`src/rtl/audio_sched_pkg.sv`:
```
// audio_sched_pkg: shared defaults, FFT handshake states and sample type
// for the audio frame scheduler.
package audio_sched_pkg;

   localparam int SAMPLE_W_DEFAULT  = 24;
   localparam int FRAME_LEN_DEFAULT = 256;

   typedef logic signed [SAMPLE_W_DEFAULT-1:0] sample_t;

   typedef enum logic [1:0] {
      F_IDLE,
      F_REQ,
      F_BUSY
   } fft_state_t;

endpackage

```
`src/rtl/audio_frame_scheduler_i2s_rx_deser.sv`:
```
// i2s_rx_deser: synchronises the I2S pins into MCLK and shifts in one
// sample per LRC half-period, MSB first after the one-bit I2S delay.
module i2s_rx_deser
   import audio_sched_pkg::*;
#(
   parameter int SAMPLE_W    = SAMPLE_W_DEFAULT,
   parameter int SYNC_STAGES = 2
) (
   input  logic                       clk,
   input  logic                       rst_n,
   input  logic                       bclk,
   input  logic                       lrc,
   input  logic                       din,
   output logic signed [SAMPLE_W-1:0] sample,
   output logic                       channel,
   output logic                       valid
);

   localparam int CW = $clog2(SAMPLE_W + 1);
   localparam logic [CW-1:0] LAST = CW'(SAMPLE_W - 1);
   localparam logic [CW-1:0] FULL = CW'(SAMPLE_W);

   logic [SYNC_STAGES-1:0] bclk_q, lrc_q, din_q;
   logic                   bclk_s, lrc_s, din_s;
   logic                   bclk_d, lrc_d;
   logic                   rise, lrc_edge, lrc_fall;
   logic                   armed, skip;
   logic [CW-1:0]          cnt;
   logic [SAMPLE_W-2:0]    shreg;

   assign bclk_s   = bclk_q[SYNC_STAGES-1];
   assign lrc_s    = lrc_q[SYNC_STAGES-1];
   assign din_s    = din_q[SYNC_STAGES-1];
   assign rise     = bclk_s & ~bclk_d;
   assign lrc_edge = lrc_s ^ lrc_d;
   assign lrc_fall = lrc_d & ~lrc_s;

   // synchroniser chains plus one delay tap for edge detection
   always_ff @(posedge clk or negedge rst_n) begin
      if (!rst_n) begin
         bclk_q <= '0;
         lrc_q  <= '0;
         din_q  <= '0;
         bclk_d <= 1'b0;
         lrc_d  <= 1'b0;
      end else begin
         bclk_q[0] <= bclk;
         lrc_q[0]  <= lrc;
         din_q[0]  <= din;
         for (int i = 1; i < SYNC_STAGES; i++) begin
            bclk_q[i] <= bclk_q[i-1];
            lrc_q[i]  <= lrc_q[i-1];
            din_q[i]  <= din_q[i-1];
         end
         bclk_d <= bclk_s;
         lrc_d  <= lrc_s;
      end
   end

   // bit counter and shifter; an LRC edge drops any partial word
   always_ff @(posedge clk or negedge rst_n) begin
      if (!rst_n) begin
         armed   <= 1'b0;
         skip    <= 1'b0;
         cnt     <= '0;
         shreg   <= '0;
         sample  <= '0;
         channel <= 1'b0;
         valid   <= 1'b0;
      end else begin
         valid <= 1'b0;
         if (lrc_fall)
            armed <= 1'b1;
         if (lrc_edge) begin
            skip <= 1'b1;
            cnt  <= '0;
         end else if (rise && armed && cnt < FULL) begin
            if (skip) begin
               skip <= 1'b0;
            end else begin
               shreg <= {shreg[SAMPLE_W-3:0], din_s};
               cnt   <= cnt + CW'(1);
               if (cnt == LAST) begin
                  sample  <= {shreg, din_s};
                  channel <= lrc_s;
                  valid   <= 1'b1;
               end
            end
         end
      end
   end

endmodule

```
`src/rtl/audio_frame_scheduler.sv`:
```
// audio_frame_scheduler: I2S capture into a ping-pong frame buffer with
// FFT handshake; define MONO_SUM_EN to write (L+R)>>>1 instead of L.
module audio_frame_scheduler
   import audio_sched_pkg::*;
#(
   parameter int FRAME_LEN   = FRAME_LEN_DEFAULT,
   parameter int SAMPLE_W    = SAMPLE_W_DEFAULT,
   parameter int SYNC_STAGES = 2
) (
   input  logic                         MCLK,
   input  logic                         RESET,
   input  logic                         AUD_BCLK,
   input  logic                         AUD_LRC,
   input  logic                         AUD_ADC_DATA,
   output logic                         buf_wr_en,
   output logic [$clog2(FRAME_LEN)-1:0] buf_wr_addr,
   output logic signed [SAMPLE_W-1:0]   buf_wr_data,
   output logic                         buf_bank,
   output logic                         fft_start,
   input  logic                         fft_ready,
   input  logic                         fft_done,
   output logic                         fft_bank,
   output logic                         overrun
);

   localparam int AW = $clog2(FRAME_LEN);
   localparam logic [AW-1:0] LAST = AW'(FRAME_LEN - 1);

   logic signed [SAMPLE_W-1:0] rx_sample;
   logic                       rx_channel, rx_valid;
   logic                       wr_go;
   logic signed [SAMPLE_W-1:0] wr_val;
   logic                       frame_done;
   fft_state_t                 state, eff, next;
   logic                       swap, drop;

   i2s_rx_deser #(
      .SAMPLE_W   (SAMPLE_W),
      .SYNC_STAGES(SYNC_STAGES)
   ) u_rx (
      .clk    (MCLK),
      .rst_n  (RESET),
      .bclk   (AUD_BCLK),
      .lrc    (AUD_LRC),
      .din    (AUD_ADC_DATA),
      .sample (rx_sample),
      .channel(rx_channel),
      .valid  (rx_valid)
   );

`ifdef MONO_SUM_EN
   logic signed [SAMPLE_W-1:0] left;
   logic [SAMPLE_W:0]          sum;

   assign sum    = {rx_sample[SAMPLE_W-1], rx_sample}
                 + {left[SAMPLE_W-1], left};
   assign wr_go  = rx_valid & rx_channel;
   assign wr_val = sum[SAMPLE_W:1];

   // hold the latest left word until its right partner completes
   always_ff @(posedge MCLK or negedge RESET) begin
      if (!RESET)
         left <= '0;
      else if (rx_valid && !rx_channel)
         left <= rx_sample;
   end
`else
   assign wr_go  = rx_valid & ~rx_channel;
   assign wr_val = rx_sample;
`endif

   // write strobe, address counter and frame-complete flag
   always_ff @(posedge MCLK or negedge RESET) begin
      if (!RESET) begin
         buf_wr_en   <= 1'b0;
         buf_wr_data <= '0;
         buf_wr_addr <= '0;
         frame_done  <= 1'b0;
      end else begin
         buf_wr_en  <= wr_go;
         frame_done <= buf_wr_en && buf_wr_addr == LAST;
         if (wr_go)
            buf_wr_data <= wr_val;
         if (buf_wr_en)
            buf_wr_addr <= buf_wr_addr + AW'(1);
      end
   end

   assign fft_start = (state == F_REQ);

   // next state; a coincident fft_done frees the FFT before the frame
   always_comb begin
      eff  = state;
      next = state;
      swap = 1'b0;
      drop = 1'b0;
      if (state == F_BUSY && fft_done)
         eff = F_IDLE;
      next = eff;
      unique case (eff)
         F_IDLE: begin
            if (frame_done) begin
               next = F_REQ;
               swap = 1'b1;
            end
         end
         F_REQ: begin
            if (fft_ready)
               next = F_BUSY;
            drop = frame_done;
         end
         F_BUSY: drop = frame_done;
         default: next = F_IDLE;
      endcase
   end

   // state, bank swap and sticky overrun
   always_ff @(posedge MCLK or negedge RESET) begin
      if (!RESET) begin
         state    <= F_IDLE;
         buf_bank <= 1'b0;
         fft_bank <= 1'b0;
         overrun  <= 1'b0;
      end else begin
         state <= next;
         if (swap) begin
            buf_bank <= ~buf_bank;
            fft_bank <= buf_bank;
         end
         if (drop)
            overrun <= 1'b1;
      end
   end

endmodule

```
`config.mk`:
```
export PLATFORM = sky130hd
export DESIGN_NAME = audio_frame_scheduler
export DESIGN_NICKNAME = d
export VERILOG_FILES = /design/src/rtl/audio_sched_pkg.sv /design/src/rtl/audio_frame_scheduler_i2s_rx_deser.sv /design/src/rtl/audio_frame_scheduler.sv
export SDC_FILE = /design/constraint.sdc
export NUM_CORES = 1
export LEC_CHECK = 0
export CORE_MARGIN = 10
export CORE_UTILIZATION = 35
export CTS_CLUSTER_SIZE = 20
export DETAILED_ROUTE_END_ITERATION = 6
export GPL_TIMING_DRIVEN = 0
export PLACE_DENSITY = 0.63
export SETUP_SLACK_MARGIN = 0.15
export SLEW_MARGIN = 10
export SYNTH_ARGS = -nofsm -noshare
export SYNTH_HDL_FRONTEND = slang
export SYNTH_SLANG_ARGS = --single-unit
export TNS_END_PERCENT = 100
```
`constraint.sdc`:
```
create_clock -name MCLK -period 3.5 [get_ports MCLK]
set_clock_uncertainty 0.05 [all_clocks]
set_input_delay 0.35 -clock MCLK [delete_from_list [all_inputs] [get_ports MCLK]]
set_output_delay 0.35 -clock MCLK [all_outputs]
set_load 0.01 [all_outputs]
```
==> results_dict.tcl, run 1 <==
set metrics [dict create \
    critPathArrivalTime_ns 2.35 \
    status "complete, no violations" \
    dp_cells 429 \
    dp_hpwl_um 4440 \
    dieArea_sq_mm 0.01572 \
    synth-seq-cells 103 \
    die_width_um 125.4 \
    hold_violations 0 \
    p_leak_nw 2.315 \
    ant_nets 0 \
    n_antenna_cell 0 \
    syn_inst 245 \
    cts-root-buf "clkbuf_8" \
    wl_met2_um 2985 \
    power.density_mw_per_mm2 441.1 \
    dp_slack_ns 1.299 \
    wl_met1_um 3156 \
    hp-class "flip-flop to flip-flop" \
    clk_latency_ns 0.35 \
    async_flop_share_pct 100.0 \
    max-vdd-ir-drop_uv 223.6 \
    post-route-drc-count 0 \
    gp_congestion 0.7572 \
    layoutNonFillerInstCount 446 \
    endpoint_kind "flip-flop" \
    setup_violations 0 \
    cp_num_buf_inv 2 \
    post-cts-setup-buffers 0 \
    start_kind "flip-flop" \
    tritoncts "yes" \
    cts.path.max_buffers 2 \
    ys_seq_area_share_pct 66.30 \
    cpPeakStageDelay_ns 0.48 \
    die_y_um 125.4 \
    ys_types 31 \
    max_freq_mhz 461.7 \
    routedWlPerCell_um 14.58 \
    crit_slowest_cell "nor4_4" \
    crit_type "flip-flop to flip-flop" \
    grt_pass1_wl_um 10990 \
    fp.coreArea_sq_mm 0.01084 \
    pin_count 44 \
    clk_pin_slew_ns 0.10 \
    syn_area_sq_mm 0.003887 \
    crit_family "simple AND/OR/NAND/NOR gates" \
    multi_input_area_sq_mm 0.001249 \
    syn_to_final_growth_pct 22.43 \
    drv_slew 0 \
    clock-sinks 103 \
    layout.nets 311 \
    top_layer_used "met4" \
    finalCriticalPeriod_ns 2.166 \
    cts_resized 0 \
    via_per_inst 4.587 \
    syn_avg_cell_area_sq_um 15.87 \
    ys.warnings.count 0 \
    seqCellArea_sq_mm 0.002577 \
    cts_hold_buf 1 \
    relSlewSlack_pct 58.80 \
    fin_util_pct 43.91 \
    start_util_pct 35.86 \
    wl_met3_um 309 \
    antenna_found_initial 0 \
    grt_max_degree 60 \
    grt_pass1_vias 2168 \
    wirelength_um 6504 \
    rsz0062_at_grt "no" \
    path_cells "inv_1 > ha_1 > nand2_1 > nor4_4 > buf_6 > mux2_2" \
    synth_edf_count 0 \
    drv_cap 0 \
    ys.flop_type "dfrtp_1" \
    num_rows 38 \
    cts_made_buffers 9 \
    finalCritPeriodShare_pct 61.88 \
    layout_setup_ws_ns 1.334 \
    cts_max_level 3 \
    drive_gt1_share_pct 33.66 \
    vias 2046 \
    syn_nets 255 \
    worstMarginPinSlew_ns 0.6134 \
    drt-pass1-iter-count 3 \
    crit_fanout 10 \
    required_ns 3.69 \
    drt-initial-drc-count 81 \
    final_common_cell "dfrtp_1" \
    nFillCells 998 \
    track_usage_pct 8.375 \
    final_cell_mix "103 x dfrtp_1, 74 x mux2_2, 42 x clkdlybuf4s50_1, 10 x clkbuf_8, 8 x nand2_1" \
    grt-ovfl-total 0 \
    port_buffers 43 \
]
==> metrics by stage <==
step | cell area (sq um) | hold slack [ns] | TNS [ns] | power, mW
2_1_floorplan | 3887 | 0.004409 | 0 | 1.256
3_3_place_gp | 4493 | 0.2863 | -187.19 | 1.292
3_5_place_dp | 4522 | 0.2531 | 0 | 1.297
4_1_cts | 4760 | 0.3167 | 0 | 2.131
5_1_grt | 4760 | 0.3205 | 0 | 2.186
6_report | 4760 | 0.3156 | 0 | 2.100
==> registers in the layout (all words and copies together) (netlist names), 2 cells and up <==
signal,flops
u_rx.din_q,2
buf_wr_addr,8
u_rx.lrc_q,2
buf_wr_data,24
state,2
u_rx.shreg,23
u_rx.sample,24
u_rx.cnt,5
u_rx.bclk_q,2
==> cells by family after synthesis <==
family                   Yosys count  share of synthesized area (%)
AND/OR/NAND/NOR                   33                          5.761
XOR/XNOR                           8                          1.802
multiplexers                      75                          21.69
buffers and inverters             11                          1.577
adder cells (fa/ha/maj)            3                         0.9657
flip-flops                       103                          66.30
AO/OA/AOI/OAI                     12                          1.899
==> cell type report <==
class	instances	area share, %
plain buffers	7	0.9727
clock buffers	10	2.892
clock inverters	6	1.893
inverters	4	0.3155
multi-input cells	131	26.24
flip-flops and latches	103	54.15
well taps	140	3.680
repair buffers	45	9.858
==> power by group <==
group          internal [mW]  total [mW]  leakage (nW)  switching, mW
clock network          0.427       0.828         0.113          0.401
registers               1.20        1.21          1.41         0.0101
logic                 0.0240      0.0578         0.792         0.0338
total                   1.65        2.10          2.31          0.445
==> worst register-to-register path, cell delays in order, from the launching register on <==
cell     delay [ns]
dfrtp_1        0.39
inv_1          0.05
ha_1           0.36
nand2_1        0.13
nor4_4         0.48
buf_6          0.25
mux2_2         0.35
==> routing by layer <==
| layer | vias to the layer above | GRT usage [%] |
|---|---|---|
| met5 | - | 0 |
| met2 | 27 | 12.65 |
| met3 | 5 | 2.746 |
| li1 | 975 | - |
| met4 | 0 | 3.455 |
| met1 | 1039 | 10.79 |
==> final timing paths <==
kind	start	endpoint	slack (ns)	cells after the start
worst max-delay path	u_rx.lrc_q[1]	u_rx.sample[4]	1.33	6
worst min-delay path	u_rx.lrc_q[0]	u_rx.lrc_q[1]	0.32	0
worst max register to register	u_rx.lrc_q[1]	u_rx.sample[4]	1.33	6
worst min register to register	u_rx.lrc_q[0]	u_rx.lrc_q[1]	0.32	0
max in group asynchronous	RESET	u_rx.cnt[2]	2.32	3
min in group asynchronous	RESET	u_rx.bclk_q[1]	0.46	2
==> synthesized netlist by cell type, types with 2 or more instances <==
master,instances,share of area [%]
nand4_1,4,0.64
buf_2,4,0.51
nand2b_1,4,0.64
dfrtp_1,103,66
nand3_1,4,0.51
and2_1,2,0.32
and3_1,2,0.32
buf_6,2,0.58
xor2_1,2,0.45
mux2_2,74,21
o21ai_0,5,0.64
xnor2_1,6,1.4
nor2_1,2,0.19
nand2_1,8,0.77
ha_1,3,0.97
a21oi_1,2,0.26
inv_1,4,0.39
No activity file was read; power rests on OpenSTA's default activity.
==> inputs of run 2 (changes only) <==
==> constraint.sdc (replaced) <==
create_clock -name MCLK -period 2.2 [get_ports MCLK]
set_clock_uncertainty 0.05 [all_clocks]
set_input_delay 0.22 -clock MCLK [delete_from_list [all_inputs] [get_ports MCLK]]
set_output_delay 0.22 -clock MCLK [all_outputs]
set_load 0.01 [all_outputs]
==> run 2 against run 1 <==
Routed wire length is 1.5% higher. Via count rose by 0.24%. Worst setup slack lost 1.0 ns. Clock power grew 59%. Critical path type unchanged. Combinational power up 68%. Sequential cell count did not move. Clock-buffer cell count unchanged. Sequential power is 60% higher. Total power rose by 59%.
==> results_dict.tcl, run 2 (synthesis gave the netlist of run 1 again) <==
set metrics [dict create \
    n_antenna_cell 0 \
    layout.nets 315 \
    port_buffers 43 \
    status "complete, no violations" \
    cpPeakStageDelay_ns 0.38 \
    clk_pin_slew_ns 0.10 \
    final_common_cell "dfrtp_1" \
    swShare_pct 21.22 \
    syn_to_final_growth_pct 23.62 \
    setup_tns_ns 0 \
    grt_pass1_vias 2172 \
    final_cell_mix "103 x dfrtp_1, 74 x mux2_2, 42 x clkdlybuf4s50_1, 10 x clkbuf_8, 8 x nand2_1" \
    grt_max_degree 60 \
    post-route-drc-count 0 \
    die_y_um 125.4 \
    largest_registers "buf_wr_data: 24 flops, u_rx.sample: 24 flops, u_rx.shreg: 23 flops" \
    finalCritPeriodShare_pct 86.80 \
    gp_congestion 0.7572 \
    cts.path.max_buffers 2 \
    track_usage_pct 8.437 \
    cts_max_level 3 \
    p_sw_uw 710.0 \
    clk_latency_ns 0.35 \
    endpoint_kind "flip-flop" \
    p_comb_share_pct 2.9 \
    setup_violations 0 \
    pwr-share-seq_pct 57.7 \
    p_clk_share_pct 39.4 \
    drv_slew 0 \
    layout_setup_ws_ns 0.2903 \
    start_util_pct 35.86 \
    crit_fanout 10 \
    critPathArrivalTime_ns 2.10 \
    relSlewSlack_pct 71.68 \
    crit_slowest_cell "dfrtp_1" \
    tritoncts "yes" \
    start_kind "flip-flop" \
    p_int_mw 2.636 \
    ant_nets 0 \
    max_freq_mhz 523.6 \
    layoutNonFillerInstCount 450 \
    cts_made_buffers 9 \
    die_width_um 125.4 \
    vias 2051 \
    grt-ovfl-total 0 \
    grt_pass1_wl_um 11060 \
    required_ns 2.39 \
    crit_type "flip-flop to flip-flop" \
    clock-sinks 103 \
    routedWlPerCell_um 14.67 \
    drt-pass1-iter-count 3 \
    worstMarginPinSlew_ns 0.4248 \
    crit_family "buffers and inverters" \
    drt-initial-drc-count 85 \
    total_power_mw 3.346 \
    hold_violations 0 \
    drv_cap 0 \
    fin_util_pct 44.33 \
    num_rows 38 \
    finalCriticalPeriod_ns 1.910 \
    cts-root-buf "clkbuf_8" \
    hp-class "input pin to flip-flop" \
    cp_num_buf_inv 3 \
    dieArea_sq_mm 0.01572 \
    power.density_mw_per_mm2 696.2 \
    max-vdd-ir-drop_uv 355.7 \
    dp_cells 429 \
    dp_slack_ns -0.0008937 \
    fp.coreArea_sq_mm 0.01084 \
    pin_count 44 \
    path_cells "inv_1 > ha_4 > nand2_1 > nor4_4 > buf_4 > buf_6 > mux2_2" \
    p_leak_nw 2.337 \
    via_per_inst 4.558 \
    drive_gt1_share_pct 34.84 \
    rsz0062_at_grt "no" \
    antenna_found_initial 0 \
    wirelength_um 6603 \
    dp_hpwl_um 4440 \
]
-- run 2: changes by cell type in the layout (fill, tap and decap cells not counted), sizes merged --
cell	delta
buf	+4
-- run 2: repair_timing --
| action | in CTS | in global routing |
|---|---|---|
| endpoints found under the hold margin | 44 | 0 |
| setup endpoints to repair | 19 | 25 |
| setup buffers | 3 | 1 |
| gates resized for setup | 0 | 3 |
| pin swaps | 1 | 0 |
| hold buffers | 1 | 0 |
-- run 2: area by class of cell --
class / instances / area, sq um
repair buffers: 49 / 499.2
clock buffers: 10 / 137.6
multi-input cells: 131 / 1261
plain buffers: 7 / 50.05
fillers: 994 / 6035
inverters: 4 / 15.01
flip-flops and latches: 103 / 2577
well taps: 140 / 175.2
clock inverters: 6 / 90.09
-- run 2: worst register-to-register path, cell delays in order, from the launching register on --
cell and delay (ns):
dfrtp_1 0.38, inv_1 0.08, ha_4 0.30, nand2_1 0.09
nor4_4 0.21, buf_4 0.18, buf_6 0.16, mux2_2 0.34
-- run 2: metrics by stage --
step | hold slack [ns] | instance area, sq um
2_1_floorplan | -0.1256 | 3887
3_5_place_dp | 0.1231 | 4522
4_1_cts | 0.2385 | 4782
3_3_place_gp | 0.2863 | 4493
5_1_grt | 0.2394 | 4806
6_report | 0.2561 | 4806
-- run 2: path summary, 6_finish.rpt --
kind / start / endpoint / slack [ns] / depth (start not counted)
min in group asynchronous: RESET / u_rx.bclk_q[1] / 0.33 / 2
min: AUD_BCLK / u_rx.bclk_q[0] / 0.26 / 1
max in group asynchronous: RESET / u_rx.shreg[9] / 1.15 / 3
max reg2reg: u_rx.lrc_q[1] / u_rx.sample[17] / 0.29 / 7
min reg2reg: u_rx.lrc_q[0] / u_rx.lrc_q[1] / 0.32 / 0
max: u_rx.lrc_q[1] / u_rx.sample[17] / 0.29 / 7
-- run 2: power by group through the flow --
stage          combinational, mW  clock, mW  sequential [mW]
2_1_floorplan             0.0340          0             1.96
3_3_place_gp              0.0859          0             1.97
3_5_place_dp              0.0945          0             1.97
4_1_cts                   0.0960       1.36             1.93
5_1_grt                    0.109       1.44             1.94
6_report                  0.0971       1.32             1.93
-- run 2: per-layer routing --
layer | vias to the layer above | global-route usage, % | part of all wire, %
li1 | 982 | - | -
met1 | 1037 | 10.92 | 48
met2 | 27 | 12.71 | 46
met3 | 5 | 2.746 | 4.7
met4 | 0 | 3.455 | 0.80
met5 | - | 0 | 0
